## src/rtl/mux_scan_sel_if.sv

```systemverilog
// Bus bundle for mux_scan_sel.
//   master : drives channel data and controls, observes the selected output.
//   slave  : the multiplexer itself.
// Signals:
//   din       channel data, channel k at din[k*WIDTH +: WIDTH]
//   mode      0 = manual select, 1 = round-robin scan
//   sel_in    channel index loaded by sel_load (manual mode)
//   sel_load  single-cycle load strobe for sel_in
//   chan_en   scan-mode channel enable mask
//   hold      freezes all selector state and the output
//   out       registered selected data
//   out_valid out carries data from a legal, enabled channel
//   cur_sel   channel currently selected
//   sel_err   one-cycle pulse on a load of an out-of-range index
//   scan_wrap one-cycle pulse when a scan advance wraps to a lower index
interface mux_scan_sel_if #(
  parameter int WIDTH = 8,
  parameter int NCH   = 4,
  parameter int SELW  = 2
);
  logic [NCH*WIDTH-1:0] din;
  logic                 mode;
  logic [SELW-1:0]      sel_in;
  logic                 sel_load;
  logic [NCH-1:0]       chan_en;
  logic                 hold;
  logic [WIDTH-1:0]     out;
  logic                 out_valid;
  logic [SELW-1:0]      cur_sel;
  logic                 sel_err;
  logic                 scan_wrap;

  modport master (
    output din, mode, sel_in, sel_load, chan_en, hold,
    input  out, out_valid, cur_sel, sel_err, scan_wrap
  );

  modport slave (
    input  din, mode, sel_in, sel_load, chan_en, hold,
    output out, out_valid, cur_sel, sel_err, scan_wrap
  );
endinterface

```

## src/rtl/mux_scan_sel.sv

```systemverilog
// Registered NCH-channel, WIDTH-bit multiplexer with manual and scan selection.
// Manual mode loads the select through a strobe; scan mode steps round-robin
// through the enabled channels, dwelling DWELL cycles on each.
// Ports:
//   clk  single clock, rising edge
//   rst  synchronous active-high reset, highest priority
//   bus  mux_scan_sel_if.slave (data, controls, registered outputs)
// All outputs come straight from flops.
module mux_scan_sel #(
  parameter int WIDTH = 8,
  parameter int NCH   = 4,
  parameter int SELW  = 2,
  parameter int DWELL = 4
) (
  input logic           clk,
  input logic           rst,
  mux_scan_sel_if.slave bus
);

  localparam int              CNTW      = (DWELL > 1) ? $clog2(DWELL) : 1;
  localparam int              NSEL      = 1 << SELW;
  localparam logic [CNTW-1:0] DwellLast = CNTW'(DWELL - 1);

  typedef enum logic [1:0] {StIdle, StMan, StScan} state_e;

  state_e           state_q, state_d;
  logic [WIDTH-1:0] out_q, out_d;
  logic             out_valid_q, out_valid_d;
  logic [SELW-1:0]  cur_sel_q, cur_sel_d;
  logic [CNTW-1:0]  dwell_q, dwell_d;
  logic             sel_err_q, sel_err_d;
  logic             scan_wrap_q, scan_wrap_d;

  logic [WIDTH-1:0] ch_data [NCH];
  logic [NSEL-1:0]  sel_legal;
  logic [SELW-1:0]  nxt_sel;
  logic [SELW-1:0]  probe_idx;
  logic             nxt_found;
  logic             cur_en;

  always_comb begin
    for (int k = 0; k < NCH; k++) begin
      ch_data[k] = bus.din[k*WIDTH +: WIDTH];
    end
  end

  // Select codes at or above NCH are unreachable channels.
  always_comb begin
    for (int i = 0; i < NSEL; i++) begin
      sel_legal[i] = (i < NCH);
    end
  end

  assign cur_en = bus.chan_en[cur_sel_q];

  // First enabled channel strictly after cur_sel, modulo NCH. The last probe
  // lands on cur_sel itself, so a lone enabled channel selects itself.
  always_comb begin
    nxt_sel   = cur_sel_q;
    nxt_found = 1'b0;
    probe_idx = '0;
    for (int off = 1; off <= NCH; off++) begin
      probe_idx = SELW'((int'(cur_sel_q) + off) % NCH);
      if (!nxt_found && bus.chan_en[probe_idx]) begin
        nxt_found = 1'b1;
        nxt_sel   = probe_idx;
      end
    end
  end

  always_comb begin
    state_d     = state_q;
    out_d       = out_q;
    out_valid_d = out_valid_q;
    cur_sel_d   = cur_sel_q;
    dwell_d     = dwell_q;
    sel_err_d   = 1'b0;
    scan_wrap_d = 1'b0;

    if (!bus.hold) begin
      case (state_q)
        // out/out_valid are still zero from reset and stay so this cycle.
        StIdle: state_d = bus.mode ? StScan : StMan;

        StMan: begin
          out_d       = ch_data[cur_sel_q];
          out_valid_d = 1'b1;
          if (bus.mode) begin
            // mode wins over a coincident sel_load.
            state_d = StScan;
            dwell_d = '0;
          end else if (bus.sel_load) begin
            if (sel_legal[bus.sel_in]) begin
              cur_sel_d = bus.sel_in;
            end else begin
              sel_err_d = 1'b1;
            end
          end
        end

        StScan: begin
          if (bus.chan_en == '0) begin
            // Nothing to show: keep out and cur_sel, mark invalid.
            out_valid_d = 1'b0;
            dwell_d     = '0;
          end else begin
            out_d       = ch_data[cur_sel_q];
            out_valid_d = cur_en;
            // A disabled current channel is skipped without waiting for dwell.
            if (bus.mode && (!cur_en || dwell_q == DwellLast)) begin
              cur_sel_d   = nxt_sel;
              dwell_d     = '0;
              scan_wrap_d = (nxt_sel < cur_sel_q);
            end else if (bus.mode) begin
              dwell_d = dwell_q + CNTW'(1);
            end
          end
          if (!bus.mode) begin
            state_d = StMan;
            dwell_d = '0;
          end
        end

        default: state_d = StIdle;
      endcase
    end
  end

  always_ff @(posedge clk) begin
    if (rst) begin
      state_q     <= StIdle;
      out_q       <= '0;
      out_valid_q <= 1'b0;
      cur_sel_q   <= '0;
      dwell_q     <= '0;
      sel_err_q   <= 1'b0;
      scan_wrap_q <= 1'b0;
    end else begin
      state_q     <= state_d;
      out_q       <= out_d;
      out_valid_q <= out_valid_d;
      cur_sel_q   <= cur_sel_d;
      dwell_q     <= dwell_d;
      sel_err_q   <= sel_err_d;
      scan_wrap_q <= scan_wrap_d;
    end
  end

  assign bus.out       = out_q;
  assign bus.out_valid = out_valid_q;
  assign bus.cur_sel   = cur_sel_q;
  assign bus.sel_err   = sel_err_q;
  assign bus.scan_wrap = scan_wrap_q;

endmodule

```

## src/flat_wrapper.sv

```systemverilog
// flat-port wrapper written by rule: the top's interface ports become plain ports
module mux_scan_sel_flat 
#(
  parameter int WIDTH = 8,
  parameter int NCH   = 4,
  parameter int SELW  = 2,
  parameter int DWELL = 4
)
  (clk, rst, bus_din, bus_mode, bus_sel_in, bus_sel_load, bus_chan_en, bus_hold, bus_out, bus_out_valid, bus_cur_sel, bus_sel_err, bus_scan_wrap);
  mux_scan_sel_if #(.WIDTH(WIDTH), .NCH(NCH), .SELW(SELW)) bus_i ();
  input logic clk;
  input logic rst;
  input wire logic [$bits(bus_i.din)-1:0] bus_din;
  input wire logic [$bits(bus_i.mode)-1:0] bus_mode;
  input wire logic [$bits(bus_i.sel_in)-1:0] bus_sel_in;
  input wire logic [$bits(bus_i.sel_load)-1:0] bus_sel_load;
  input wire logic [$bits(bus_i.chan_en)-1:0] bus_chan_en;
  input wire logic [$bits(bus_i.hold)-1:0] bus_hold;
  output wire logic [$bits(bus_i.out)-1:0] bus_out;
  output wire logic [$bits(bus_i.out_valid)-1:0] bus_out_valid;
  output wire logic [$bits(bus_i.cur_sel)-1:0] bus_cur_sel;
  output wire logic [$bits(bus_i.sel_err)-1:0] bus_sel_err;
  output wire logic [$bits(bus_i.scan_wrap)-1:0] bus_scan_wrap;
  assign bus_i.din = bus_din;
  assign bus_i.mode = bus_mode;
  assign bus_i.sel_in = bus_sel_in;
  assign bus_i.sel_load = bus_sel_load;
  assign bus_i.chan_en = bus_chan_en;
  assign bus_i.hold = bus_hold;
  assign bus_out = bus_i.out;
  assign bus_out_valid = bus_i.out_valid;
  assign bus_cur_sel = bus_i.cur_sel;
  assign bus_sel_err = bus_i.sel_err;
  assign bus_scan_wrap = bus_i.scan_wrap;
  mux_scan_sel #(.WIDTH(WIDTH), .NCH(NCH), .SELW(SELW), .DWELL(DWELL)) u_core (.clk(clk), .rst(rst), .bus(bus_i));
endmodule
```

## config.mk

```make
export PLATFORM = sky130hd
export DESIGN_NAME = mux_scan_sel_flat
export DESIGN_NICKNAME = d
export VERILOG_FILES = /design/src/rtl/mux_scan_sel_if.sv /design/src/rtl/mux_scan_sel.sv /design/src/flat_wrapper.sv
export SDC_FILE = /design/constraint.sdc
export NUM_CORES = 1
export LEC_CHECK = 0
export ABC_AREA = 1
export CAP_MARGIN = 20
export CORE_ASPECT_RATIO = 1.25
export CORE_MARGIN = 2
export CORE_UTILIZATION = 37
export DETAILED_ROUTE_END_ITERATION = 7
export PLACE_DENSITY = 0.8
export SLEW_MARGIN = 20
export SYNTH_ARGS = -nofsm -noshare
export SYNTH_HDL_FRONTEND = slang
export SYNTH_SLANG_ARGS = --single-unit
```

## constraint.sdc

```tcl
create_clock -name clk -period 1.9 [get_ports clk]
set_input_delay 0.38 -clock clk [delete_from_list [all_inputs] [get_ports clk]]
set_output_delay 0.38 -clock clk [all_outputs]
set_load 0.02 [all_outputs]
```

# == Yosys cells after proc, flatten, opt, wreduce, memory -nomap -nowiden ==
# Cells that the tools add are included.
# word_totals
elab_cells,97
out_inout_bits,13
inputBits,43
reg_bits,17
# op_classes
eq_ne,10
reduce_logical,19
muxes,42
n_addsub,5
n_lt_le_gt_ge,8
bitwise_logic,6
# op_table
op,n
$mux 2,16
$mux 8,3
$lt 2x3->1 const B,6
$bmux 8 s2,1
$pmux 8 s2,1
$bmux 1 s2,6
$mux 1,11
$ne 2x2->1 const B,5
$reduce_or 5->1,2
$reduce_and 3->1,3
$pmux 2 s2,2
$reduce_and 7->1,1
$add 2x1->2 const B,3
$pmux 2 s3,1
$not 1->1,5
$add 2x2->2 const B,2
$eq 2x2->1 const B,2
$logic_and 1x1->1,4
$logic_not 1->1,4
$logic_not 4->1,1
$ne 2x1->1 const B,2
$ge 3x3->1 const B,1
$not 2->3,1
$eq 2x1->1 const B,1
other kinds (6),6

# == Logic depth before layout (Yosys ltp) ==
# Gate-level depths: netlist (run 1).
# logic_depth
depth_word,16
depth_mapped,16
depth_no_buf,14

# == Worst setup path after synthesis (run 1) ==
# No wires, ideal clock.
# synth_timing
path_type,flip-flop to flip-flop
start,"register u_core.cur_sel_q[0], in the netlist u_core.bus.cur_sel[0]"
end,"register u_core.scan_wrap_q, in the netlist u_core.bus.scan_wrap"
t_arrival_ns,1.912
path_buffers,2
setup_ns,0.070
path_stages_with_launch,16
required_time_ns,1.830
period_less_slack_ns,1.981
slack_ns,-0.081
path_cell_list,dfxtp_1 buf_6 inv_6 buf_8 nand2_4 nand2_4 nand2_4 nand2_2 o21ai_0 nand3_1 nand2_1 inv_1 ha_1 nor4_1 nand4_1 a21oi_1
# synth_via
elab_chain_cells,14
elab_cells_between_ends,33
cone_classes,4 x add/sub; 1 x order compare; 17 x mux; 1 x bitwise; 10 x reduce/logical
# synth_lines
element,line_no,source
start: declaration,mux_scan_sel.sv:29,"logic [SELW-1:0] cur_sel_q, cur_sel_d;"
start signal: assignment,mux_scan_sel.sv:142,cur_sel_q <= cur_sel_d;
$add 2x1->2,mux_scan_sel.sv:63,probe_idx = SELW'((int'(cur_sel_q) + off) % NCH);
$bmux 1 s2,mux_scan_sel.sv:64,if (!nxt_found && bus.chan_en[probe_idx]) begin
$mux 1 (not written as such),mux_scan_sel.sv:64,
$mux 1,mux_scan_sel.sv:64,
$logic_not 1->1,mux_scan_sel.sv:64,
$logic_and 1x1->1,mux_scan_sel.sv:64,
$mux 1,mux_scan_sel.sv:64,
$logic_not 1->1,mux_scan_sel.sv:64,
$logic_and 1x1->1,mux_scan_sel.sv:64,
$mux 1,mux_scan_sel.sv:64,
$logic_not 1->1,mux_scan_sel.sv:64,
$logic_and 1x1->1,mux_scan_sel.sv:64,
$mux 2,mux_scan_sel.sv:64,
$lt 2x2->1,mux_scan_sel.sv:113,scan_wrap_d = (nxt_sel < cur_sel_q);
end signal: assignment,mux_scan_sel.sv:145,scan_wrap_q <= scan_wrap_d;
end: declaration,mux_scan_sel.sv:32,"logic scan_wrap_q, scan_wrap_d;"
# Parallel ways exist; a longest one is shown, timed or not. The select of a mux whose other input is x is not followed.
# A chain may end at the register's enable or synchronous reset.

# == Final worst setup path (run 1) ==
# Same ends and word-level chain as after synthesis.

==> impl_metrics.toml, run 1 <==
[global_routing]
antenna_found_initial = 0
grt_start_max_net_pins = 17
grt_pass1_vias = 1534
grt-ovfl-total = 0
track_usage_pct = 20.7
grt_first_pass_wirelength_um = 6330

[synth]
syn_area_per_cell_um2 = 6.75
netlist-cell-type-count = 29
yosysSeqAreaShare_pct = 26.2
synth-edff-count = 0
syn_nets = 229
synthCells = 181
async_flop_share_pct = 0
synth_top_cell_area_share_pct = 26.2
yosysWarnings = 0
netlist_area_um2 = 1220
yosys.area.top_type = "dfxtp_1"
synth_ff_type = "dfxtp_1"
synth-seq-cells = 16
ys_top_cells_by_area = "dfxtp_1 (26%), nand2_1 (12%), nand3_1 (10%)"

[clocking]
htree_levels = 1
clockBufferDepth = 2
path_clk_slew_ps = 60
cts_made_buffers = 3
postCtsHoldBufs = 0
insertion_delay_ps = 250
clock-sinks = 16
cts_tree = "built"
root_buffer = "clkbuf_8"

[routing]
dr_total_vias = 1537
wirelength_um = 3980
antenna_left = 0
drt_iter0_markers = 50
drtPass1Iterations = 5
avgRoutedWirePerCell_um = 13.4
via_per_inst = 5.19
drc = 0

[setup_path]
path_class = "flop to flop"
worstPathRequired_ps = 2080
crit_buf_inv = 3
crit_family = "simple AND/OR/NAND/NOR gates"
crit_cells = 12
crit_fanout = 8
endpoint_kind = "flop"
crit_arrival_ps = 2120
reg2regPathDepth = 12
startpoint_type = "flop"
critPathMaxStageDelay_ps = 390
path_cells = "buf_4 -> nand2_1 -> nand3_2 -> nand2_2 -> buf_6 -> nand4_1 -> nand2_1 -> inv_1 -> ha_2 -> nor4_2 -> nand4_1 -> a21oi_1"
slowest_stage = "dfxtp_4"

[floorplanning]
io_pins = 56
die_h_um = 68.2
core_um2 = 3190
die_w_um = 55.4
rows = 23
start_util_pct = 38.2
fp.dieArea_um2 = 3780

[placement]
portBuffers = 54
place_congestion = 0.897
place_inst = 285
post-place-ws_ps = -469
hpwl_um = 2910

[sta]
post-route-period-util_pct = 102
final-hold-violation-count = 0
skew_ps = 0.734
drv_slew = 0
fmax_mhz = 517
finalCriticalPeriod_ps = 1930
setup_viol = 1
fin_ws_ps = -33.0
rsz0062_at_grt = "true"
finalSetupTns_ps = -33.0

[worst_hold_path]
hold_class = "flop to flop"
whs_path_depth = 2

[run_status]
failed_checks = "setup timing"
status = "finished, violations left"

[finish]
fill_cells = 276
syn2layout_area_growth_pct = 70.1
layout_common_cells = "clkdlybuf4s50_1 (49), nand2_1 (32), buf_4 (27)"
diodes = 0
nets = 308
utilization_pct = 65.0
final_cells = 296
layout-drive-gt1-share_pct = 22.8
final_common_cell = "clkdlybuf4s50_1"

[pwr]
p_per_area_nw_per_um2 = 686
power.leakage_uw = 0.000945
peakVddDrop_uv = 582

[job]
drv_cap = 0
==> what timing repair did <==
action                                  CTS  global route
pin swaps                                 2             8
cloned                                    0             0
buffers inserted                          3             4
resized for setup                        10            16
endpoints found under the setup margin    1             4
==> Yosys cell counts (4+ instances only) <==
cell and count:
a21oi_1 13, a22oi_1 8, a41oi_1 8, buf_2 4
dfxtp_1 16, ha_1 5, inv_1 17, nand2_1 38
nand2_4 4, nand3_1 25, nor2_1 9, o21ai_0 12
==> area by class of cell <==
type | instances | area (um2) | share of cell area (%)
clock buffer | 4 | 55.1 | 2.65
inverter | 20 | 85.1 | 4.10
multi-input combinational | 136 | 802 | 38.6
sequential | 16 | 325 | 15.7
tap | 37 | 46.3 | 2.23
timing repair buffer | 83 | 763 | 36.7
==> worst reg2reg max path: cells and delay by family (launching register included) <==
kind | cells | cell delay, ps
buffers and inverters | 3 | 300
and+or+nand+nor | 7 | 880
DFF | 1 | 390
AOI/OAI and AO/OA | 1 | 130
adders and majority gates | 1 | 160
==> flip-flops by register name (all words and copies together), names as in the netlist <==
name,flops
u_core.state_q,2
u_core.bus.out_valid,1
u_core.bus.cur_sel,2
u_core.bus.out,8
u_core.bus.scan_wrap,1
u_core.dwell_q,2
==> logic make-up (layout without fill, tap and decap cells) <==
| group | after synthesis | count (layout) | synth area share [%] |
|---|---|---|---|
| and+or+nand+nor | 86 | 86 | 33.8 |
| AOI/OAI and AO/OA | 44 | 44 | 22.5 |
| buffers and inverters | 29 | 107 | 12.0 |
| DFF | 16 | 16 | 26.2 |
| adders and majority gates | 5 | 5 | 5.12 |
| other | 1 | 1 | 0.307 |
==> where the power goes <==
group / internal, uW / switching [uW]
registers: 373 / 30.4
clock network: 184 / 120
logic: 351 / 365
==> per-stage QoR <==
stage                     cell area, um2  total power (uW)  hold slack (ps)
after floorplan                     1220               764              440
after global placement              1910              1030              460
after detailed placement            1910              1040              470
after CTS                           1990              1370              480
after global routing                2080              1510              503
final                               2080              1420              476
==> final timing paths <==
kind / endpoint / start / slack [ps]
min: u_core.bus.out_valid / u_core.bus.out_valid / 480
max: u_core.bus.scan_wrap / u_core.bus.cur_sel[0] / -30
max reg2reg: u_core.bus.scan_wrap / u_core.bus.cur_sel[0] / -30
min reg2reg: u_core.bus.out_valid / u_core.bus.out_valid / 480
==> layer usage <==
metal / track usage [%] / vias to the layer above / share of wire, %
met2: 40.6 / 49 / 51
met1: 22.8 / 699 / 42
met3: 1.89 / 12 / 3.2
li1: - / 777 / -
met5: 0 / - / 0
met4: 9.15 / 0 / 3.5
Power figures use the tool's default switching activity.
==> run 2: changes to the inputs <==
--- a/config.mk
+++ b/config.mk
@@ -9,9 +9,9 @@
 export CAP_MARGIN = 20
 export CORE_ASPECT_RATIO = 1.25
 export CORE_MARGIN = 2
-export CORE_UTILIZATION = 37
+export CORE_UTILIZATION = 41
 export DETAILED_ROUTE_END_ITERATION = 7
-export PLACE_DENSITY = 0.8
+export PLACE_DENSITY = 0.84
 export SLEW_MARGIN = 20
 export SYNTH_ARGS = -nofsm -noshare
 export SYNTH_HDL_FRONTEND = slang
==> constraint.sdc (replaced) <==
create_clock -name clk -period 1.93 [get_ports clk]
set_input_delay 0.386 -clock clk [delete_from_list [all_inputs] [get_ports clk]]
set_output_delay 0.386 -clock clk [all_outputs]
set_load 0.02 [all_outputs]
==> impl_metrics.toml, run 2 (synthesis gave the netlist of run 1 again) <==
[setup_path]
path_cells = "inv_6 -> nand2_1 -> nand2_2 -> nand2_2 -> nand2_4 -> clkinv_2 -> nand3_1 -> nand3_2 -> nand2_1 -> inv_1 -> ha_1 -> nor4_1 -> nand4_1 -> a21oi_1"
crit_arrival_ps = 2080
path_class = "flop to flop"
worstPathRequired_ps = 2160
crit_family = "simple AND/OR/NAND/NOR gates"
crit_buf_inv = 3
critPathMaxStageDelay_ps = 390
slowest_stage = "dfxtp_4"
crit_fanout = 8
endpoint_kind = "flop"
startpoint_type = "flop"

[placement]
post-place-ws_ps = -420
place_inst = 280
portBuffers = 54
place_congestion = 0.890
hpwl_um = 2890

[sta]
rsz0062_at_grt = "true"
drv_slew = 0
finalCriticalPeriod_ps = 1850
fmax_mhz = 540
fin_ws_ps = 79.2
timing.hold.ws_ps = 483
skew_ps = 5.96
final-hold-violation-count = 0
setup_viol = 0
post-route-period-util_pct = 95.9

[routing]
dr_total_vias = 1537
wirelength_um = 3920
drc = 0
antenna_left = 0
via_per_inst = 5.28
avgRoutedWirePerCell_um = 13.5
drt_iter0_markers = 71
drtPass1Iterations = 5

[floorplanning]
fp.dieArea_um2 = 3430
io_pins = 56
start_util_pct = 42.3
die_w_um = 52.8
core_um2 = 2890
rows = 22
die_h_um = 65.0

[global_routing]
track_usage_pct = 23.8
antenna_found_initial = 0
grt_pass1_vias = 1436
grt_start_max_net_pins = 17
grt-ovfl-total = 0
grt_first_pass_wirelength_um = 6170

[finish]
final_common_cell = "clkdlybuf4s50_1"
largest_reg_flops = 8
layout_common_cells = "clkdlybuf4s50_1 (49), nand2_1 (34), nand3_1 (24), buf_4 (24), inv_1 (17)"
nets = 304
diodes = 0
layout-drive-gt1-share_pct = 19.2
final_cells = 291
utilization_pct = 69.2
syn2layout_area_growth_pct = 63.7

[pwr]
power.leakage_uw = 0.000919
combPwrFrac_pct = 52.6
switchingPower_uw = 491
total_power_uw = 1310
pwr-share-seq_pct = 30.2
switching_share_pct = 37.6
clock_power_share_pct = 17.2
p_per_area_nw_per_um2 = 654
intPower_uw = 817
peakVddDrop_uv = 486

[worst_hold_path]
hold_class = "flop to flop"

[run_status]
status = "completed"

[clocking]
htree_levels = 1
insertion_delay_ps = 290
cts_tree = "built"
clock-sinks = 16
postCtsHoldBufs = 0
cts_made_buffers = 3
clockBufferDepth = 2
path_clk_slew_ps = 100
root_buffer = "clkbuf_4"

[job]
drv_cap = 0
-- run 2: changes by cell type in the layout (fill, tap and decap cells not counted), moves of 2 or more --
cell / previous run / this run
clkbuf_4: 0 / 3
nand2_1: 32 / 34
buf_4: 27 / 24
clkbuf_8: 4 / 1
-- run 2: what timing repair did --
action,in CTS,in global routing
pin swaps,5,6
gates resized for setup,9,7
setup endpoints to repair,2,1
setup buffers,3,4
-- run 2: worst reg2reg max path: stages, from the launching register on --
cell      delay, ps
dfxtp_4         390
inv_6           100
nand2_1          90
nand2_2         100
nand2_2          90
nand2_4         100
clkinv_2         60
nand3_1         110
nand3_2          90
nand2_1          70
inv_1            40
ha_1            170
nor4_1          160
nand4_1         110
a21oi_1         120
-- run 2: metrics by stage --
step                      TNS, ps  cell area, um2
after floorplan                 0            1220
after global placement       -897            1880
after global routing        -74.4            2000
after CTS                       0            1940
final                           0            2000
after detailed placement    -1230            1880
-- run 2: final cells by class --
type	count	area (um2)
Clock buffer	4	36.3
Multi-Input combinational cell	136	778
Tap cell	36	45.0
Sequential cell	16	325
Timing Repair Buffer	79	733
Fill cell	251	891
Inverter	20	81.3
-- run 2: per-layer routing --
layer,vias up,wire length (um),track usage [%]
met2,48,2110,41.3
met3,12,136,2.76
li1,775,-,-
met5,-,0,0
met1,702,1560,27.6
met4,0,114,12.8
-- run 2: power by group through the flow --
stage	logic, uW	clock network (uW)	registers (uW)
final	688	225	395
after detailed placement	611	0	405
after CTS	639	229	396
after floorplan	321	0	432
after global routing	749	246	399
after global placement	599	0	404
-- run 2: final timing paths --
check,start,to,slack [ps],cells past startpoint
min reg2reg,u_core.bus.out_valid,u_core.bus.out_valid,480,2
max,u_core.bus.cur_sel[0],u_core.bus.scan_wrap,80,14
min,u_core.bus.out_valid,u_core.bus.out_valid,480,2
max reg2reg,u_core.bus.cur_sel[0],u_core.bus.scan_wrap,80,14
==> run 3: changes to the inputs <==
--- a/config.mk
+++ b/config.mk
@@ -9,9 +9,9 @@
 export CAP_MARGIN = 20
 export CORE_ASPECT_RATIO = 1.25
 export CORE_MARGIN = 2
-export CORE_UTILIZATION = 41
+export CORE_UTILIZATION = 40
 export DETAILED_ROUTE_END_ITERATION = 7
-export PLACE_DENSITY = 0.84
+export PLACE_DENSITY = 0.82
 export SLEW_MARGIN = 20
 export SYNTH_ARGS = -nofsm -noshare
 export SYNTH_HDL_FRONTEND = slang
==> impl_metrics.toml, run 3 (synthesis gave the netlist of run 1 again) <==
[worst_hold_path]
hold_class = "flop to flop"
whs_path_depth = 2

[finish]
nets = 300
utilization_pct = 69.6
layout-drive-gt1-share_pct = 21.9
syn2layout_area_growth_pct = 66.4
multi_input_area_um2 = 833
layout_common_cells = "clkdlybuf4s50_1 (50), nand2_1 (30), nand3_1 (21)"
largest_reg_flops = 8
final_common_cell = "clkdlybuf4s50_1"
fill_cells = 250
seq_area_um2 = 325
diodes = 0

[floorplanning]
die_w_um = 53.4
io_pins = 56
rows = 22
core_um2 = 2920
start_util_pct = 41.9
die_h_um = 65.8
fp.dieArea_um2 = 3510

[placement]
post-place-ws_ps = -415
place_congestion = 0.849
portBuffers = 54
hpwl_um = 2860

[job]
drv_cap = 0

[pwr]
p_per_area_nw_per_um2 = 653
power.leakage_uw = 0.000901
combPwrFrac_pct = 52.7
peakVddDrop_uv = 501
switching_share_pct = 38.6
pwr-share-seq_pct = 29.7
switchingPower_uw = 512
clock_power_share_pct = 17.6
intPower_uw = 815

[setup_path]
startpoint_type = "flop"
crit_arrival_ps = 2140
r2r-end = "u_core.bus.scan_wrap"
reg2reg_slack_ps = 20
crit_fanout = 7
cp-endpoint = "u_core.bus.scan_wrap"
endpoint_kind = "flop"
regToRegStartpoint = "u_core.bus.cur_sel[0]"
setup.worst_path.start = "u_core.bus.cur_sel[0]"
path_class = "flop to flop"
worstPathRequired_ps = 2170
reg2regPathDepth = 13

[routing]
dr_total_vias = 1505
avgRoutedWirePerCell_um = 13.8
via_per_inst = 5.24
drt_iter0_markers = 36
drc = 0
antenna_left = 0
wirelength_um = 3970
drtPass1Iterations = 4

[global_routing]
track_usage_pct = 22.7
grt-ovfl-total = 0
grt_start_max_net_pins = 18
grt_pass1_vias = 1388
antenna_found_initial = 0
grt_first_pass_wirelength_um = 6060

[sta]
finalCriticalPeriod_ps = 1910
skew_ps = 0.652
timing.hold.ws_ps = 483
final-hold-violation-count = 0
fin_ws_ps = 23.6
setup_viol = 0
fmax_mhz = 525
post-route-period-util_pct = 98.8
drv_slew = 0

[clocking]
cts_made_buffers = 3
cts_tree = "built"
clockBufferDepth = 2
clock-sinks = 16
htree_levels = 1
root_buffer = "clkbuf_4"
path_clk_slew_ps = 100
insertion_delay_ps = 290

[run_status]
status = "completed"
run 3: critical path, stage by stage, from the launching register on:
cell,delay (ps)
dfxtp_4,390
inv_6,90
nand2_1,70
nand2_2,110
buf_6,120
a21oi_1,100
o21ai_2,90
nand3_2,90
nand2_1,60
inv_1,40
ha_2,170
nor4_2,270
nand4_1,130
a21oi_2,110
run 3: metrics by stage:
stage / instance area, um2 / power, uW / setup TNS (ps) / cells
after floorplan: 1220 / 752 / 0 / 181
after global placement: 1880 / 1000 / -848 / 280
after detailed placement: 1880 / 1010 / -1210 / 280
after CTS: 1930 / 1250 / 0 / 285
after global routing: 2030 / 1400 / -69.5 / 287
final: 2030 / 1330 / 0 / 287
run 3: layer usage:
layer,wire length [um],vias to the layer above,global-route usage (%)
li1,-,764,-
met1,1680,693,27.1
met2,2120,41,41.0
met3,101,7,1.58
met4,58,0,8.33
met5,0,-,0
run 3: power by group through the flow:
stage / Sequential [uW] / Clock (uW) / Combinational [uW]
floorplan: 432 / 0 / 321
CTS: 395 / 235 / 617
detailed placement: 402 / 0 / 605
global placement: 401 / 0 / 599
global route: 397 / 246 / 760
finish: 394 / 234 / 700
run 3: area by class of cell:
type	count	share of cell area [%]
Tap cell	36	2.22
Timing Repair Buffer	75	35.0
Multi-Input combinational cell	136	41.0
Inverter	20	3.94
Clock buffer	4	1.79
Sequential cell	16	16.0
run 3: how the worst min path moves through the flow:
stage	start	to	slack (ps)
CTS	u_core.dwell_q[0]	u_core.dwell_q[0]	490
floorplan	u_core.dwell_q[0]	u_core.dwell_q[0]	440
detailed placement	u_core.dwell_q[0]	u_core.dwell_q[0]	470
global placement	u_core.bus.out_valid	u_core.bus.out_valid	460
finish	u_core.bus.out_valid	u_core.bus.out_valid	480
global route	u_core.bus.out_valid	u_core.bus.out_valid	520
run 3: repair_timing:
action,4_1_cts,5_1_grt
resized for setup,8,25
buffers inserted,1,2
pin swaps,5,9
hold buffers,0,0
setup endpoints to repair,2,2
cloned,0,0
